==> config.mk <==
export PLATFORM = sky130hd
export DESIGN_NAME = pe_array_input_arb
export DESIGN_NICKNAME = d
export VERILOG_FILES = /design/src/rtl/pe_array_input_arb.sv
export SDC_FILE = /design/constraint.sdc
export NUM_CORES = 1
export LEC_CHECK = 0
export CORE_AREA = 2 2 505 507
export DETAILED_ROUTE_END_ITERATION = 16
export DIE_AREA = 0 0 507 509
export SYNTH_ARGS = -nofsm -noshare
export SYNTH_HDL_FRONTEND = slang
export SYNTH_SLANG_ARGS = --single-unit
==> constraint.sdc <==
create_clock -name clock -period 2.75 [get_ports clock]
set_input_delay 0.825 -clock clock [delete_from_list [all_inputs] [get_ports clock]]
set_output_delay 0.825 -clock clock [all_outputs]
set_load 0.02 [all_outputs]
==> src/rtl/pe_array_input_arb.sv <==
// rtl/pe_array_input_arb.sv - round-robin burst arbiter feeding the PE-array input port
//
// Purpose:
//   Shares the single PE-array input port among NUM_REQ feeders. One requester is
//   granted for BURST_LEN beats, then the arbiter returns to IDLE for one cycle and
//   re-arbitrates starting at the requester after the one just served. Beats leave
//   through a registered valid/ready output stage.
//
// Optional feature (macro PE_ARB_TIMEOUT_EN):
//   Adds a stall counter that aborts a burst after TIMEOUT consecutive cycles with
//   the granted requester idle, pulsing err_timeout for one cycle. Without the
//   macro err_timeout is tied 0 and a grant is held indefinitely.
//
// Ports:
//   clock        in   rising-edge clock
//   resetn       in   asynchronous active-low reset
//   req_valid    in   [NUM_REQ]         per-requester beat valid
//   req_ready    out  [NUM_REQ]         per-requester beat accept (combinational)
//   req_data     in   [NUM_REQ*DATA_W]  requester i at [i*DATA_W +: DATA_W]
//   ovalid       out                    beat valid to PE array
//   oready       in                     PE array accept
//   odata        out  [DATA_W]          beat to PE array
//   ogrant_id    out  [IDW]             source of the beat on odata
//   busy         out                    BURST state or output register occupied
//   err_timeout  out                    single-cycle burst abort pulse

module pe_array_input_arb #(
    parameter int NUM_REQ   = 4,
    parameter int DATA_W    = 256,
    parameter int BURST_LEN = 8,
    parameter int TIMEOUT   = 64,
    localparam int IDW      = (NUM_REQ > 1) ? $clog2(NUM_REQ) : 1
) (
    input  logic                      clock,
    input  logic                      resetn,
    input  logic [NUM_REQ-1:0]        req_valid,
    output logic [NUM_REQ-1:0]        req_ready,
    input  logic [NUM_REQ*DATA_W-1:0] req_data,
    output logic                      ovalid,
    input  logic                      oready,
    output logic [DATA_W-1:0]         odata,
    output logic [IDW-1:0]            ogrant_id,
    output logic                      busy,
    output logic                      err_timeout
);

    localparam int CW = $clog2(BURST_LEN + 1);

    typedef enum logic {
        S_IDLE  = 1'b0,
        S_BURST = 1'b1
    } state_t;

    state_t              r_state;
    state_t              w_state_nxt;
    logic [IDW-1:0]      r_rr_ptr;
    logic [IDW-1:0]      r_grant;
    logic [CW-1:0]       r_beat_cnt;
    logic                r_ovalid;
    logic [DATA_W-1:0]   r_odata;
    logic [IDW-1:0]      r_ogrant_id;

    logic                w_any;
    logic [IDW-1:0]      w_pick;
    logic [IDW-1:0]      w_grant_inc;
    logic                w_sel_valid;
    logic [DATA_W-1:0]   w_sel_data;
    logic                w_ready;
    logic                w_xfer;
    logic                w_last;
    logic                w_abort;

    // Round-robin pick: scan offsets from the highest down so that the smallest
    // offset from r_rr_ptr with a valid request is the one left in w_pick.
    always_comb begin
        w_any  = 1'b0;
        w_pick = '0;
        for (int i = NUM_REQ - 1; i >= 0; i--) begin
            if (req_valid[(int'(r_rr_ptr) + i) % NUM_REQ]) begin
                w_any  = 1'b1;
                w_pick = IDW'((int'(r_rr_ptr) + i) % NUM_REQ);
            end
        end
    end

    assign w_grant_inc = (r_grant == IDW'(NUM_REQ - 1)) ? '0 : r_grant + 1'b1;
    assign w_sel_valid = req_valid[r_grant];
    assign w_sel_data  = req_data[int'(r_grant) * DATA_W +: DATA_W];

    // The granted requester may push whenever the output register is empty or
    // draining this cycle, which gives one beat per cycle under oready=1.
    assign w_ready = (r_state == S_BURST) && (!r_ovalid || oready);
    assign w_xfer  = w_ready && w_sel_valid;
    assign w_last  = w_xfer && (r_beat_cnt == CW'(BURST_LEN - 1));

    always_comb begin
        req_ready = '0;
        if (w_ready) begin
            req_ready[r_grant] = 1'b1;
        end
    end

    always_ff @(posedge clock or negedge resetn) begin
        if (!resetn) begin
            r_state <= S_IDLE;
        end else begin
            r_state <= w_state_nxt;
        end
    end

    always_comb begin
        w_state_nxt = r_state;
        case (r_state)
            S_IDLE: begin
                if (w_any) begin
                    w_state_nxt = S_BURST;
                end
            end
            S_BURST: begin
                if (w_last || w_abort) begin
                    w_state_nxt = S_IDLE;
                end
            end
            default: w_state_nxt = S_IDLE;
        endcase
    end

    always_ff @(posedge clock or negedge resetn) begin
        if (!resetn) begin
            r_rr_ptr    <= '0;
            r_grant     <= '0;
            r_beat_cnt  <= '0;
            r_ovalid    <= 1'b0;
            r_odata     <= '0;
            r_ogrant_id <= '0;
        end else begin
            if ((r_state == S_IDLE) && w_any) begin
                r_grant    <= w_pick;
                r_beat_cnt <= '0;
            end

            if (w_xfer) begin
                r_beat_cnt  <= r_beat_cnt + 1'b1;
                r_odata     <= w_sel_data;
                r_ogrant_id <= r_grant;
                r_ovalid    <= 1'b1;
            end else if (oready) begin
                r_ovalid    <= 1'b0;
            end

            if (w_last || w_abort) begin
                r_rr_ptr <= w_grant_inc;
            end
        end
    end

`ifdef PE_ARB_TIMEOUT_EN
    localparam int SW = $clog2(TIMEOUT + 1);

    logic [SW-1:0] r_stall_cnt;
    logic          r_err_timeout;

    // Abort on the cycle that would bring the stall count to TIMEOUT. A beat
    // already in the output register is untouched and drains normally.
    assign w_abort = (r_state == S_BURST) && !w_sel_valid &&
                     (r_stall_cnt == SW'(TIMEOUT - 1));

    always_ff @(posedge clock or negedge resetn) begin
        if (!resetn) begin
            r_stall_cnt   <= '0;
            r_err_timeout <= 1'b0;
        end else begin
            r_err_timeout <= w_abort;
            if ((r_state != S_BURST) || w_xfer || w_abort) begin
                r_stall_cnt <= '0;
            end else if (!w_sel_valid) begin
                r_stall_cnt <= r_stall_cnt + 1'b1;
            end
        end
    end

    assign err_timeout = r_err_timeout;
`else
    assign w_abort     = 1'b0;
    assign err_timeout = 1'b0;
`endif

    assign ovalid    = r_ovalid;
    assign odata     = r_odata;
    assign ogrant_id = r_ogrant_id;
    assign busy      = (r_state == S_BURST) || r_ovalid;

endmodule

==> results of run 1 <==
timing repair:
action / CTS / global route
hold endpoints to repair: 10 / 0
setup buffers: 4 / 2
setup endpoints to repair: 8 / 2
pin swaps: 0 / 0
gates resized for setup: 21 / 0
hold buffers: 1 / 0
per-layer routing:
layer / vias to the layer above / share of wire / routed length [um] / GRT usage
li1: 6611 / - / - / -
met5: - / 0.0069 / 1570 / 0
met1: 8823 / 0.37 / 84500 / 0.192
met4: 236 / 0.042 / 9480 / 0.0514
met3: 682 / 0.15 / 33800 / 0.106
met2: 1647 / 0.43 / 97500 / 0.263
state kept, by name, summed over array words and instances (netlist names):
| register | cells |
|---|---|
| r_rr_ptr | 2 |
| odata | 256 |
| ovalid | 1 |
| r_beat_cnt | 4 |
| ogrant_id | 2 |
| r_grant | 2 |
| r_state | 1 |
cell usage after synthesis (all sizes together):
cell	count
o2bb2ai	1
nand2	1
o41ai	1
a21boi	1
conb	1
xor2	1
nand2b	2
clkbuf	36
and4	1
mux4	257
nor2b	1
nor4	1
a31o	1
and2	2
inv	3
nor2	2
and3	4
a21oi	1
o21ai	6
nand3	2
mux2i	5
and3b	1
o32ai	1
mux2	259
nor3b	1
or2	2
nand4	2
buf	54
dfrtp	268
a32o	1
ha	5
worst min path at each step:
stage,startpoint,to
final,odata[14],odata[14]
after global routing,odata[137],odata[137]
after CTS,odata[137],odata[137]
after detailed placement,odata[14],odata[14]
after global placement,odata[139],odata[139]
after floorplan,r_beat_cnt[2],r_beat_cnt[2]
power groups by stage:
stage                     clock [mW]  sequential [mW]  combinational [mW]
after detailed placement           0             7.55                21.8
after CTS                       5.70             7.45                22.0
after global routing            5.81             7.66                22.5
after global placement             0             7.49                21.6
final                           5.46             7.43                21.5
after floorplan                    0             9.52                8.31
final cells by class:
| class | count | area, um^2 |
|---|---|---|
| antenna | 100 | 250 |
| clock buffer | 53 | 1110 |
| clock inverter | 15 | 191 |
| fill | 28200 | 217000 |
| inverter | 3 | 11.3 |
| multi-input combinational | 563 | 9070 |
| sequential | 268 | 6720 |
| tap | 3366 | 4210 |
| timing repair buffer | 1370 | 13800 |
kinds of logic after synthesis:
group	Yosys count
multiplexers	521
flip-flops	268
buffers and inverters	93
AND/OR/NAND/NOR	22
AO/OA/AOI/OAI	13
adder cells (fa/ha/maj)	5
other	1
XOR/XNOR	1
==> impl_metrics.py, run 1 <==
metrics = {
    "run_status": {
        "status": "complete, no violations",
    },
    "global_route": {
        "grt_pass1_vias": 17700,
        "grt.overflow.total": 0,
        "antenna_found_initial": 399,
        "grt_max_degree": 88,
        "globalRouteTotalUtil": 0.170,
        "grt_pass1_wl_um": 264000,
    },
    "routing": {
        "ant_nets": 0,
        "first_pass_iters": 8,
        "num_vias": 18000,
        "vias_per_cell": 3.14,
        "drc": 0,
        "initialDrtViolationCount": 1471,
        "wl_um": 227000,
        "routedWlPerCell_um": 39.5,
    },
    "die": {
        "core_area_mm2": 0.253,
        "fp.dieW_um": 507,
        "std_cell_rows": 185,
        "die_y_um": 509,
        "io_pins": 1296,
        "die_area_mm2": 0.258,
        "start_util": 0.0646,
    },
    "timing": {
        "fin_ws_ns": 0.0452,
        "final_hold_viol_count": 0,
        "fmax_mhz": 370,
        "fin_skew_ns": 0.0374,
        "relSlewSlack": 0.545,
        "fin_tns_setup_ns": 0,
        "setup_violations": 0,
        "hold_ws_ns": 0.488,
        "rsz0062_at_grt": "false",
        "worst_slew_pin_slew_ns": 0.682,
        "post-route-min-period_ns": 2.70,
        "maxSlewViolCount": 0,
        "period_share": 0.984,
    },
    "logic_synthesis": {
        "synthAdderAreaFrac": 0.00383,
        "synth-seq-area-share": 0.411,
        "syn_nets": 1960,
        "synthMuxAreaShare": 0.536,
        "post-synth-top-area-fraction": 0.411,
        "post_synth_xor_area_fraction": 0.000536,
        "yosys-top-cells-area": "dfrtp_1, mux4_2, mux2_1",
        "synth-seq-cells": 268,
        "synth.largest_area_cell": "dfrtp_1",
        "avgSynthCellArea_um2": 17.7,
        "synth.distinct_cells": 35,
        "synthSimpleGateAreaFrac": 0.00820,
        "ys.warnings.count": 0,
        "netlist_instances": 924,
        "syn_area_mm2": 0.0163,
        "synth_top_family_by_area": "multiplexers",
        "synth_compound_area_frac": 0.00536,
    },
    "cells_and_area": {
        "area_growth_pct": 116,
        "layout.nets": 3281,
        "final_common_cell": "clkdlybuf4s50_1",
        "fin_cells": 5738,
        "final_cell_mix": "clkdlybuf4s50_1, dfrtp_1, mux4_2",
        "finish.utilization": 0.140,
        "drive_above_1_share": 0.229,
        "final_cell_area_mm2": 0.0353,
    },
    "setup_path": {
        "max_stage_delay_ns": 0.86,
        "regToRegSetupSlack_ns": 0.27,
        "critPathCapture": "odata[50]",
        "required_ns": 1.93,
        "cp_num_buf_inv": 1,
        "crit_chain": "clkdlybuf4s50_1",
        "regToRegStartpoint": "r_grant[0]",
        "worstPathArrival_ns": 1.88,
        "reg2reg_to": "odata[161]",
        "cp_max_fo": 2,
        "worstSetupPathType": "reg2out",
        "startpoint_type": "flip-flop",
        "r2r_cells": 5,
        "cp_top_family": "buffers and inverters",
        "path_depth": 1,
        "critPathLaunch": "odata[50]",
        "endpoint_kind": "output port",
        "critPathSlowestCell": "clkdlybuf4s50_1",
    },
    "placement": {
        "dpl_cell_area_mm2": 0.0337,
        "gp_congestion": 1.02,
        "dp_hpwl_um": 211000,
        "placed_cells": 5563,
        "port_buffers": 1294,
        "dp_slack_ns": -0.549,
    },
    "pwr": {
        "internal-power_mw": 19.8,
        "p_leak_nw": 12.1,
        "power_mw": 34.4,
        "swShare": 0.425,
        "p_per_area_mw_per_mm2": 973,
        "power_frac_seq": 0.216,
        "clock_power_share": 0.159,
        "power_frac_comb": 0.625,
        "peakVddDrop_uv": 619,
        "p_switching_mw": 14.6,
    },
    "hold_path": {
        "hp-class": "reg2reg",
        "whs_path_depth": 1,
    },
    "clock_tree": {
        "root_buffer": "clkbuf_16",
        "h-tree-depth": 2,
        "cts_buffer_depth": 3,
        "cts_tree": "done",
        "cts-buffers-inserted": 39,
        "clk_pin_slew_ns": 0.06,
        "clock_latency_ns": 0.66,
        "cts_sinks": 268,
    },
    "run": {
        "drv_cap": 0,
    },
}
Power figures use the tool's default switching activity.
==> inputs of run 2 (changes only) <==
--- a/config.mk
+++ b/config.mk
@@ -6,6 +6,7 @@
 export NUM_CORES = 1
 export LEC_CHECK = 0
 export CORE_AREA = 2 2 505 507
+export CTS_CLUSTER_SIZE = 25
 export DETAILED_ROUTE_END_ITERATION = 16
 export DIE_AREA = 0 0 507 509
 export SYNTH_ARGS = -nofsm -noshare
==> impl_metrics.py, run 2 (synthesis results as in run 1) <==
metrics = {
    "global_route": {
        "grt_pass1_wl_um": 264000,
        "globalRouteTotalUtil": 0.170,
        "grt.overflow.total": 0,
        "grt_max_degree": 88,
        "grt_pass1_vias": 17700,
        "antenna_found_initial": 399,
    },
    "hold_path": {
        "holdCritStartpoint": "odata[137]",
        "whs_path_depth": 1,
        "whs_endpoint": "odata[137]",
        "hp-class": "reg2reg",
    },
    "setup_path": {
        "max_stage_delay_ns": 0.87,
        "worstSetupPathType": "reg2out",
        "critPathSlowestCell": "clkdlybuf4s50_1",
        "cp_max_fo": 2,
        "regToRegSetupSlack_ns": 0.26,
        "reg2reg_to": "odata[63]",
        "cp_top_family": "buffers and inverters",
        "endpoint_kind": "output port",
        "crit_chain": "clkdlybuf4s50_1",
        "startpoint_type": "flip-flop",
        "regToRegStartpoint": "r_grant[0]",
        "r2r_cells": 6,
        "required_ns": 1.93,
        "cp_num_buf_inv": 1,
        "worstPathArrival_ns": 1.88,
    },
    "pwr": {
        "p_leak_nw": 12.1,
        "peakVddDrop_uv": 624,
        "p_per_area_mw_per_mm2": 973,
    },
    "routing": {
        "first_pass_iters": 8,
        "initialDrtViolationCount": 1470,
        "wl_um": 227000,
        "route.met2.wl_um": 97400,
        "drc": 0,
        "highest_layer": "met5",
        "num_vias": 18000,
        "routedWlPerCell_um": 39.5,
        "vias_per_cell": 3.13,
        "ant_nets": 0,
        "wl_met1_um": 84300,
        "met3_length_um": 34100,
    },
    "cells_and_area": {
        "area_growth_pct": 117,
        "largest_register_ff_count": 256,
        "layout.nets": 3281,
        "drive_above_1_share": 0.229,
        "final_cell_mix": "clkdlybuf4s50_1, dfrtp_1, mux4_2",
        "final_common_cell": "clkdlybuf4s50_1",
    },
    "timing": {
        "setup_violations": 0,
        "hold_ws_ns": 0.490,
        "worst_slew_pin_slew_ns": 0.679,
        "rsz0062_at_grt": "false",
        "period_share": 0.984,
        "fmax_mhz": 370,
        "post-route-min-period_ns": 2.71,
        "fin_ws_ns": 0.0446,
        "final_hold_viol_count": 0,
        "maxSlewViolCount": 0,
        "relSlewSlack": 0.548,
        "fin_skew_ns": 0.0379,
    },
    "placement": {
        "dp_slack_ns": -0.549,
        "gp_congestion": 1.02,
        "port_buffers": 1294,
        "dp_hpwl_um": 211000,
    },
    "die": {
        "core_area_mm2": 0.253,
        "start_util": 0.0646,
        "fp.dieW_um": 507,
        "die_area_mm2": 0.258,
        "die_y_um": 509,
        "std_cell_rows": 185,
        "io_pins": 1296,
    },
    "run_status": {
        "status": "complete, no violations",
    },
    "clock_tree": {
        "h-tree-depth": 2,
        "cts_tree": "done",
        "root_buffer": "clkbuf_16",
        "clock_latency_ns": 0.66,
        "clk_pin_slew_ns": 0.05,
        "cts_buffer_depth": 3,
        "cts_sinks": 268,
        "cts-buffers-inserted": 39,
    },
    "run": {
        "drv_cap": 0,
    },
}
run 2: layout make-up:
class	count	area, um^2
timing repair buffer	1370	13800
tap	3366	4210
clock buffer	53	1110
antenna	102	255
inverter	3	11.3
sequential	268	6720
fill	28200	217000
clock inverter	15	191
multi-input combinational	563	9070
run 2: per-stage QoR:
| step | cells | power [mW] | util | cell area [um^2] | TNS (ns) |
|---|---|---|---|---|---|
| floorplan | 924 | 17.8 | - | 16300 | 0 |
| global placement | 5563 | 29.1 | 0.133 | 33700 | -51.22 |
| detailed placement | 5563 | 29.3 | 0.133 | 33700 | -63.10 |
| CTS | 5636 | 35.1 | 0.139 | 35100 | 0 |
| global route | 5677 | 36.0 | 0.139 | 35200 | 0 |
| finish | 5740 | 34.4 | 0.140 | 35300 | 0 |
run 2: worst max path at each step:
stage               cells past startpoint  slack [ns]       start            to
global placement                        4       -0.55      oready  req_ready[0]
detailed placement                      4       -0.55      oready  req_ready[3]
floorplan                               6        0.30  r_grant[0]  req_ready[0]
global route                            4        0.01  r_grant[0]  req_ready[0]
finish                                  1        0.04   odata[50]     odata[50]
CTS                                     1       0.003   odata[50]     odata[50]
run 2: repair_timing:
action	4_1_cts	5_1_grt
endpoints found under the hold margin	10	0
resized for setup	21	0
hold buffers	1	0
buffers inserted	4	2
cloned	0	0
setup endpoints to repair	8	2
run 2: report_power, final:
group	internal, mW	switching (mW)
clock network	3.18	2.26
registers	6.08	1.35
logic	10.5	11.0
total	19.8	14.6
run 2: routing by layer:
metal	GRT usage	vias up
met5	0	-
met4	0.0514	234
met3	0.106	688
met2	0.263	1647
met1	0.192	8802
li1	-	6619
==> inputs of run 3 (changes only) <==
--- a/config.mk
+++ b/config.mk
@@ -9,6 +9,7 @@
 export CTS_CLUSTER_SIZE = 25
 export DETAILED_ROUTE_END_ITERATION = 16
 export DIE_AREA = 0 0 507 509
+export SETUP_SLACK_MARGIN = 0.4
 export SYNTH_ARGS = -nofsm -noshare
 export SYNTH_HDL_FRONTEND = slang
 export SYNTH_SLANG_ARGS = --single-unit
==> impl_metrics.py, run 3 (synthesis results as in run 1) <==
metrics = {
    "global_route": {
        "antenna_found_initial": 431,
        "grt.overflow.total": 0,
        "grt_max_degree": 78,
        "grt_pass1_wl_um": 269000,
        "globalRouteTotalUtil": 0.173,
        "grt_pass1_vias": 17900,
    },
    "routing": {
        "routedWlPerCell_um": 40.7,
        "first_pass_iters": 5,
        "num_vias": 19000,
        "initialDrtViolationCount": 1494,
        "ant_nets": 0,
        "drc": 0,
        "wl_um": 237000,
        "vias_per_cell": 3.25,
    },
    "cells_and_area": {
        "final_common_cell": "clkdlybuf4s50_1",
        "layout.nets": 3335,
        "fin_cells": 5838,
        "area_growth_pct": 122,
        "drive_above_1_share": 0.269,
        "ff_latch_area_mm2": 0.00672,
        "final_cell_area_mm2": 0.0362,
        "final_cell_mix": "clkdlybuf4s50_1, dfrtp_1, mux4_2",
        "multiInputGateArea_mm2": 0.00917,
        "finish.utilization": 0.143,
        "largest_register_ff_count": 256,
        "fill_cells": 28200,
    },
    "timing": {
        "fin_skew_ns": 0.0410,
        "relSlewSlack": 0.393,
        "post-route-min-period_ns": 2.56,
        "fin_tns_setup_ns": 0,
        "final_hold_viol_count": 0,
        "setup_violations": 0,
        "fmax_mhz": 391,
        "maxSlewViolCount": 0,
        "rsz0062_at_grt": "true",
        "worst_slew_pin_slew_ns": 0.911,
        "period_share": 0.931,
    },
    "die": {
        "die_area_mm2": 0.258,
        "fp.dieW_um": 507,
        "die_y_um": 509,
        "core_area_mm2": 0.253,
        "std_cell_rows": 185,
        "io_pins": 1296,
        "start_util": 0.0646,
    },
    "setup_path": {
        "cp_max_fo": 6,
        "critPathSlowestCell": "dfrtp_4",
        "worstSetupPathType": "reg2out",
        "endpoint_kind": "output port",
        "worstPathArrival_ns": 1.73,
        "max_stage_delay_ns": 0.55,
        "crit_chain": "inv_6 -> ha_4 -> and3_4 -> buf_6",
        "startpoint_type": "flip-flop",
        "cp_num_buf_inv": 2,
        "cp_top_family": "flip-flops",
        "required_ns": 1.93,
    },
    "run": {
        "drv_cap": 0,
    },
    "clock_tree": {
        "clk_pin_slew_ns": 0.08,
        "hold_buffers": 0,
        "h-tree-depth": 2,
        "root_buffer": "clkbuf_16",
        "cts-buffers-inserted": 39,
        "cts_buffer_depth": 3,
        "clock_latency_ns": 0.65,
        "cts_sinks": 268,
        "cts_tree": "done",
    },
    "hold_path": {
        "hp-class": "in2async",
    },
    "placement": {
        "dpl_cell_area_mm2": 0.0336,
        "dp_hpwl_um": 213000,
        "port_buffers": 1294,
        "gp_congestion": 1.06,
        "placed_cells": 5550,
    },
    "pwr": {
        "p_per_area_mw_per_mm2": 971,
        "peakVddDrop_uv": 517,
        "p_leak_nw": 12.8,
    },
    "run_status": {
        "status": "complete, no violations",
    },
}
run 3: path summary, 6_finish.rpt:
kind / start / to / slack, ns / cells past startpoint
worst max-delay path: r_grant[0] / req_ready[0] / 0.19 / 4
worst min-delay path: resetn / odata[31] / 0.17 / 2
worst max register to register: r_grant[0] / odata[62] / 0.28 / 6
worst min register to register: odata[116] / odata[116] / 0.48 / 1
max in group asynchronous: resetn / odata[125] / 1.86 / 3
min in group clock: odata[116] / odata[116] / 0.48 / 1
run 3: layer usage:
metal,track usage,share of wire
met1,0.181,0.34
met2,0.262,0.42
met3,0.126,0.17
met4,0.0767,0.059
met5,0,0.0082
run 3: timing repair:
action / in CTS / in global routing
resized for setup: 386 / 44
setup endpoints to repair: 406 / 199
setup buffers: 11 / 47
gates cloned: 3 / 13
pin swaps: 4 / 1
run 3: where the power goes:
group          internal, mW  switching, mW
logic                  10.6           11.6
clock network          3.15           2.35
registers              6.08           1.36
total                  19.8           15.3
run 3: layout make-up:
type	count	share of cell area
diodes	144	0.00994
clock buffers	50	0.0297
clock inverters	20	0.00621
inverters	3	0.000518
multi-input cells	563	0.253
flip-flops and latches	268	0.185
well taps	3366	0.116
repair buffers	1424	0.399
run 3: stage by stage:
stage | hold slack [ns] | power [mW] | setup WS [ns]
finish | 0.172 | 35.2 | 0.190
global route | 0.146 | 36.7 | 0.138
CTS | 0.108 | 34.1 | 0.139
detailed placement | 0.481 | 29.0 | -0.385
global placement | 0.472 | 28.7 | -0.386
floorplan | 0.453 | 17.8 | 0.444
